[src/rtl/sys_ctrl_burst.sv]
// sys_ctrl_burst: byte-command controller for regfile, ALU and TX FIFO.
// Ports: CLK/RST(async low), RX frame in, ALU ctrl/result, regfile port,
// TX FIFO push with FIFO_FULL backpressure, clk_div_en, CMD_ERR pulse.
// Optional burst commands 0xEE/0xFF enabled by macro SYS_CTRL_BURST_EN.
module sys_ctrl_burst #(
    parameter int DATA_WIDTH = 8,
    parameter int ADDR_WIDTH = 4,
    parameter int ALU_WIDTH  = 16,
    parameter int FUN_WIDTH  = 4
) (
    input  logic                  CLK,
    input  logic                  RST,
    input  logic [DATA_WIDTH-1:0] RX_P_DATA,
    input  logic                  Rx_D_Vld,
    input  logic [ALU_WIDTH-1:0]  ALU_OUT,
    input  logic                  OUT_Valid,
    output logic                  ALU_EN,
    output logic [FUN_WIDTH-1:0]  ALU_FUN,
    output logic                  Gate_EN,
    output logic [ADDR_WIDTH-1:0] Address,
    output logic                  WrEn,
    output logic [DATA_WIDTH-1:0] WrData,
    output logic                  RdEn,
    input  logic [DATA_WIDTH-1:0] RdData,
    input  logic                  RdData_Valid,
    output logic [DATA_WIDTH-1:0] TX_P_DATA,
    output logic                  TX_D_VLD,
    input  logic                  FIFO_FULL,
    output logic                  clk_div_en,
    output logic                  CMD_ERR
);

    localparam int NB = ALU_WIDTH / DATA_WIDTH;
    localparam int CW = $clog2(NB + 1);

    typedef enum logic [3:0] {
        IDLE, GET_ADDR, GET_CNT, GET_DATA, GET_A,
        GET_B, GET_FUN, RD_WAIT, ALU_WAIT, PUSH
    } state_t;

    typedef enum logic [1:0] {C_WR, C_RD, C_BW, C_BR} cmd_t;

    state_t                state;
    cmd_t                  cmd;
    logic [ADDR_WIDTH-1:0] addr;
    logic [ALU_WIDTH-1:0]  result;
    logic [CW-1:0]         left;
`ifdef SYS_CTRL_BURST_EN
    logic [DATA_WIDTH-1:0] cnt;
`endif
    logic [7:0]            op;

    assign op = RX_P_DATA[7:0];

    // The push strobe must follow FIFO_FULL in the same cycle so that no
    // byte is written into a full FIFO; the byte itself is held in result.
    assign TX_D_VLD  = (state == PUSH) && !FIFO_FULL;
    assign TX_P_DATA = result[DATA_WIDTH-1:0];

    always_ff @(posedge CLK or negedge RST) begin
        if (!RST) begin
            state      <= IDLE;
            cmd        <= C_WR;
            addr       <= '0;
            result     <= '0;
            left       <= '0;
`ifdef SYS_CTRL_BURST_EN
            cnt        <= '0;
`endif
            ALU_EN     <= 1'b0;
            ALU_FUN    <= '0;
            Gate_EN    <= 1'b0;
            Address    <= '0;
            WrEn       <= 1'b0;
            WrData     <= '0;
            RdEn       <= 1'b0;
            clk_div_en <= 1'b0;
            CMD_ERR    <= 1'b0;
        end else begin
            clk_div_en <= 1'b1;
            WrEn       <= 1'b0;
            RdEn       <= 1'b0;
            ALU_EN     <= 1'b0;
            CMD_ERR    <= 1'b0;
            case (state)
                IDLE: if (Rx_D_Vld) begin
                    case (op)
                        8'hAA: begin cmd <= C_WR; state <= GET_ADDR; end
                        8'hBB: begin cmd <= C_RD; state <= GET_ADDR; end
                        8'hCC: state <= GET_A;
                        8'hDD: state <= GET_FUN;
`ifdef SYS_CTRL_BURST_EN
                        8'hEE: begin cmd <= C_BW; state <= GET_ADDR; end
                        8'hFF: begin cmd <= C_BR; state <= GET_ADDR; end
`endif
                        default: CMD_ERR <= 1'b1;
                    endcase
                end
                GET_ADDR: if (Rx_D_Vld) begin
                    addr <= RX_P_DATA[ADDR_WIDTH-1:0];
                    case (cmd)
                        C_WR: state <= GET_DATA;
                        C_RD: begin
                            RdEn    <= 1'b1;
                            Address <= RX_P_DATA[ADDR_WIDTH-1:0];
                            state   <= RD_WAIT;
                        end
                        default: state <= GET_CNT;
                    endcase
                end
`ifdef SYS_CTRL_BURST_EN
                GET_CNT: if (Rx_D_Vld) begin
                    if (RX_P_DATA == '0) begin
                        state <= IDLE;
                    end else begin
                        cnt <= RX_P_DATA;
                        if (cmd == C_BW) begin
                            state <= GET_DATA;
                        end else begin
                            RdEn    <= 1'b1;
                            Address <= addr;
                            state   <= RD_WAIT;
                        end
                    end
                end
`endif
                GET_DATA: if (Rx_D_Vld) begin
                    WrEn    <= 1'b1;
                    Address <= addr;
                    WrData  <= RX_P_DATA;
`ifdef SYS_CTRL_BURST_EN
                    if (cmd == C_BW && cnt != DATA_WIDTH'(1)) begin
                        addr <= addr + 1'b1;
                        cnt  <= cnt - 1'b1;
                    end else begin
                        state <= IDLE;
                    end
`else
                    state <= IDLE;
`endif
                end
                GET_A: if (Rx_D_Vld) begin
                    WrEn    <= 1'b1;
                    Address <= '0;
                    WrData  <= RX_P_DATA;
                    state   <= GET_B;
                end
                GET_B: if (Rx_D_Vld) begin
                    WrEn    <= 1'b1;
                    Address <= ADDR_WIDTH'(1);
                    WrData  <= RX_P_DATA;
                    state   <= GET_FUN;
                end
                GET_FUN: if (Rx_D_Vld) begin
                    ALU_FUN <= RX_P_DATA[FUN_WIDTH-1:0];
                    ALU_EN  <= 1'b1;
                    Gate_EN <= 1'b1;
                    state   <= ALU_WAIT;
                end
                RD_WAIT: begin
                    if (Rx_D_Vld) CMD_ERR <= 1'b1;
                    if (RdData_Valid) begin
                        result <= ALU_WIDTH'(RdData);
                        left   <= CW'(1);
                        state  <= PUSH;
                    end
                end
                ALU_WAIT: begin
                    if (Rx_D_Vld) CMD_ERR <= 1'b1;
                    if (OUT_Valid) begin
                        result  <= ALU_OUT;
                        Gate_EN <= 1'b0;
                        left    <= CW'(NB);
                        state   <= PUSH;
                    end
                end
                PUSH: begin
                    if (Rx_D_Vld) CMD_ERR <= 1'b1;
                    if (!FIFO_FULL) begin
                        result <= result >> DATA_WIDTH;
                        left   <= left - 1'b1;
                        if (left == CW'(1)) begin
`ifdef SYS_CTRL_BURST_EN
                            // Burst read: next address only after this byte left.
                            if (cmd == C_BR && cnt != DATA_WIDTH'(1)) begin
                                cnt     <= cnt - 1'b1;
                                addr    <= addr + 1'b1;
                                Address <= addr + 1'b1;
                                RdEn    <= 1'b1;
                                state   <= RD_WAIT;
                            end else begin
                                state <= IDLE;
                            end
`else
                            state <= IDLE;
`endif
                        end
                    end
                end
                default: state <= IDLE;
            endcase
        end
    end

endmodule

[config.mk]
export PLATFORM = sky130hd
export DESIGN_NAME = sys_ctrl_burst
export DESIGN_NICKNAME = d
export VERILOG_FILES = /design/src/rtl/sys_ctrl_burst.sv
export SDC_FILE = /design/constraint.sdc
export NUM_CORES = 1
export LEC_CHECK = 0
export BUFFER_PORTS_ARGS = -buffer_cell sky130_fd_sc_hd__buf_4
export CELL_PAD_IN_SITES_DETAIL_PLACEMENT = 0
export CELL_PAD_IN_SITES_GLOBAL_PLACEMENT = 1
export CORE_MARGIN = 2
export CORE_UTILIZATION = 45
export CTS_BUF_LIST = sky130_fd_sc_hd__clkbuf_8
export CTS_CLUSTER_DIAMETER = 150
export DETAILED_ROUTE_END_ITERATION = 8
export GPL_TIMING_DRIVEN = 0
export PLACE_DENSITY = 0.9
export SLEW_MARGIN = 15
export SYNTH_ARGS = -nofsm -noshare
export SYNTH_HDL_FRONTEND = slang
export SYNTH_SLANG_ARGS = --single-unit
[constraint.sdc]
create_clock -name CLK -period 3.5 [get_ports CLK]
set_clock_uncertainty 0.05 [all_clocks]
set_input_delay 0.35 -clock CLK [delete_from_list [all_inputs] [get_ports CLK]]
set_output_delay 0.35 -clock CLK [all_outputs]
set_load 0.02 [all_outputs]
Yosys cells after proc, flatten, opt, wreduce, memory -nomap -nowiden --
Index checks and enable logic that the tools add are counted.
Word-level totals: output and inout port bits 31, logic and storage cells 100, bits in registers 50
Cells by class: $add $sub $neg 1, muxes and demuxes 39, equal/unequal tests 26, reduce and logical (&&, ||, !) cells 20
Operators by type and width (count):
- $mux W4 | 14
- $mux W16 | 3
- $pmux W16 S3 | 1
- $pmux W4 S9 | 1
- $eq A8 B8 Y1 const B | 4
- $ne A2 B2 Y1 const B | 10
- $eq A4 B3 Y1 const B | 4
- $pmux W4 S4 | 1
- $pmux W4 S3 | 1
- $reduce_and A11 Y1 | 1
- $mux W1 | 10
- $eq A4 B4 Y1 const B | 2
- $mux W2 | 3
- $pmux W2 S3 | 1
- $pmux W3 S2 | 1
- $reduce_and A2 Y1 | 3
- $reduce_and A3 Y1 | 2
- $reduce_and A6 Y1 | 1
- $reduce_or A3 Y1 | 2
- $eq A2 B1 Y1 const B | 2
- $eq A4 B1 Y1 const B | 1
- $eq A4 B2 Y1 const B | 1
- $logic_not A4 Y1 | 1
- $ne A4 B2 Y1 const B | 1
- other kinds (13) | 15

Depth between registers and ports, before layout --
depth in word-level cells 5, gate-level depth with buffers 8, depth with buffers taken out 7

Worst setup path before layout --
OpenSTA, ideal clock, no wires.
path kind reg2out, from register state[2], to output TX_D_VLD, arrival 1.661 ns, cell stages (with the launch flop) 6, setup slack 1.439 ns, cells stage by stage dfrtp_1 > buf_4 > or3b_1 > clkbuf_1 > clkbuf_1 > nor3_1
On the way: word-level cells in the longest chain between the ends 2
RTL lines:
- start: declaration | RTL line 43 | state_t state;
- start signal: assignment | RTL line 62 | state <= IDLE;
- start signal: assignment | RTL line 88 | 8'hAA: begin cmd <= C_WR; state <= GET_ADDR; end
- start signal: assignment | RTL line 89 | 8'hBB: begin cmd <= C_RD; state <= GET_ADDR; end
- $eq A4 B4 Y1 | RTL line 57 | assign TX_D_VLD = (state == PUSH) && !FIFO_FULL;
- $logic_and A1 B1 Y1 | RTL line 57
- end: declaration | RTL line 27 | output logic TX_D_VLD,
Every way passes these cells.

Worst setup path in the final report --
Ends and elaborated chain as after synthesis.

==> out/metrics.yaml <==
layout-area-overhead-vs-synth_pct: 28.6
synth.avg_cell_area_sq_um: 10.6
maxSlewViolCount: 0
multi_input_area_sq_um: 1110
post-route-period-util_pct: 70.4
num_rows: 27
status: "finished clean"
register_area_sq_um: 1230
place_area_sq_um: 3150
power_mw: 2.60
crit_type: "reg -> out"
antenna_found_initial: 0
setup_violations: 0
ys_ff_latch: 49
die_w_um: 79.3
synth_top_family_by_area: "compound AO/OA/AOI/OAI gates"
wl_met3_um: 231
synth_top_cell_by_area: "dfrtp_1"
crit_required_ns: 3.10
die-area_sq_um: 6290
n_antenna_cell: 0
nets: 353
post_cts_resized: 0
rsz0062_at_grt: "false"
clock_latency_ns: 0.30
dr.max_layer_used: "met4"
worst_slack_ns: 1.04
grt_pass1_wl_um: 9830
dp_slack_ns: 1.32
synth_cells: 240
io_buffers: 67
cts_buffers: 5
final_area_sq_um: 3280
place_hpwl_um: 4420
grt_overflow: 0
first_pass_iters: 4
clockBufferDepth: 2
synth-compound-area-share_pct: 17.7
synthAdderAreaFrac_pct: 0.490
cts_tree: "yes"
muxShareOfSynthArea_pct: 8.33
synth_edf_count: 0
antenna_left: 0
die_y_um: 79.3
yosys-top-cells-area: "dfrtp_1 48%, mux2_2 7.1%, buf_4 3.5%"
critPathLaunchType: "flip-flop"
synth_async_sr_flop_share_pct: 100
grt_use_total_pct: 20.2
crit_path_max_fanout: 10
yosysTopAreaCellShare_pct: 48.0
synth_area_sq_um: 2550
wirelength_um: 6000
hold_violations: 0
reg2reg_depth: 6
peakVddDrop_mv: 0.445
vias: 2093
ios: 69
start_util_pct: 46.4
arrival_ns: 2.06
synth_xor_area_share_pct: 1.08
fillers: 497
gp_congestion: 0.834
slew_headroom_pct: 37.0
yosysSeqAreaShare_pct: 48.0
drive_gt1_share_pct: 39.7
cp-end-kind: "primary output"
place_inst: 379
coreArea_sq_um: 5510
wl_met2_um: 2860
timing.setup.tns_ns: 0
power_density_nw_per_um2: 791
vias_per_cell: 5.41
grt_max_degree: 50
yosys_warnings: 0
drtIter0Drc: 136
cts_sinks: 49
timing.fmax_mhz: 406
post_drt_wl_per_cell_um: 15.5
total_leakage_power_nw: 1.51
h-tree-depth: 2
grt_pass1_vias: 1959
cts-root-buf: "clkbuf_8"
postCtsSetupBuffers: 0
cts_hold_buf: 0
wl_met1_um: 2850
yosysUniqueCellTypes: 51
synth_ff_type: "dfrtp_1"
tightest_slew_ns: 0.937
maxCapViolCount: 0
drc_errors: 0
yosys.area_share.simple_pct: 15.7
layout_commonest_cell: "buf_4"
mostFrequentLayoutCells: "79 x buf_4, 49 x dfrtp_1, 16 x nor2_1, 16 x mux2_2, 14 x o21ai_0"
clk_pin_slew_worst_paths_ns: 0.09
synth_nets: 279
hp-class: "in -> async"
min_period_ns: 2.46
instances_no_fill: 387
cell usage after synthesis, types with 3 or more instances:
cell type and count:
a21o_1 3, a21oi_1 7, a22oi_1 11, a31oi_1 10
buf_2 5, buf_4 12, buf_6 4, clkbuf_1 3
dfrtp_1 49, inv_1 12, mux2_2 16, nand2_1 12
nand2b_1 3, nand3_1 9, nand4_1 5, nor2_1 16
nor3_1 5, o21ai_0 14, or3_1 6
cell type report:
cell class / instances / area share, %
Multi-Input combinational cell: 155 / 33.8
Buffer: 24 / 5.22
Tap cell: 72 / 2.74
Clock buffer: 5 / 2.10
Inverter: 12 / 1.37
Timing Repair Buffer: 67 / 15.3
Sequential cell: 49 / 37.3
Clock inverter: 3 / 2.10
flip-flops by register name, summed over array words and instances, names as in the netlist:
name,count
addr,4
ALU_FUN,4
WrEn,1
cmd,1
WrData,8
ALU_EN,1
Address,4
left,2
state,4
CMD_ERR,1
clk_div_en,1
RdEn,1
result,16
Gate_EN,1
final timing paths:
| check | slack, ns | end | from |
|---|---|---|---|
| max in group asynchronous | 3.00 | result[0] | RST |
| setup / recovery | 1.04 | TX_D_VLD | state[2] |
| hold reg to reg | 0.43 | Address[1] | Address[1] |
| setup reg to reg | 1.24 | state[0] | state[0] |
| min in group CLK | 0.21 | result[9] | ALU_OUT[9] |
| hold / removal | 0.002 | WrEn | RST |
cell families (layout without fill, tap and decap cells):
| logic type | after synthesis | count (layout) |
|---|---|---|
| DFF | 49 | 49 |
| buffers and inverters | 36 | 111 |
| other | 1 | 1 |
| adders and majority gates | 1 | 1 |
| AOI/OAI and AO/OA | 61 | 61 |
| muxes | 19 | 19 |
| and+or+nand+nor | 72 | 72 |
| xor gates and xnor gates | 1 | 1 |
layer usage:
layer	global-route usage, %	up-vias
met5	0	-
met4	6.38	0
met3	3.64	5
met2	30.8	46
met1	29.2	1024
li1	-	1018
critical path, cell delays in order, from the launching register on:
cell	delay, ns
dfrtp_1	0.37
buf_4	0.17
or3b_1	0.37
clkbuf_1	0.18
clkbuf_1	0.29
nor3_1	0.21
buf_4	0.17
through the flow:
step | util [%] | hold slack [ns]
detailed placement | 57.1 | 0.356
global placement | 57.1 | 0.357
finish | 59.6 | 0.00210
global route | 59.6 | 0.0323
floorplan | - | 0.00441
CTS | 59.6 | 0.0156
where the power goes:
| part | total, mW | switching [mW] | internal (mW) |
|---|---|---|---|
| clock | 0.479 | 0.191 | 0.287 |
| sequential | 0.907 | 0.109 | 0.798 |
| combinational | 1.21 | 0.645 | 0.568 |
Note: power is estimated with default switching activity, not from simulation.
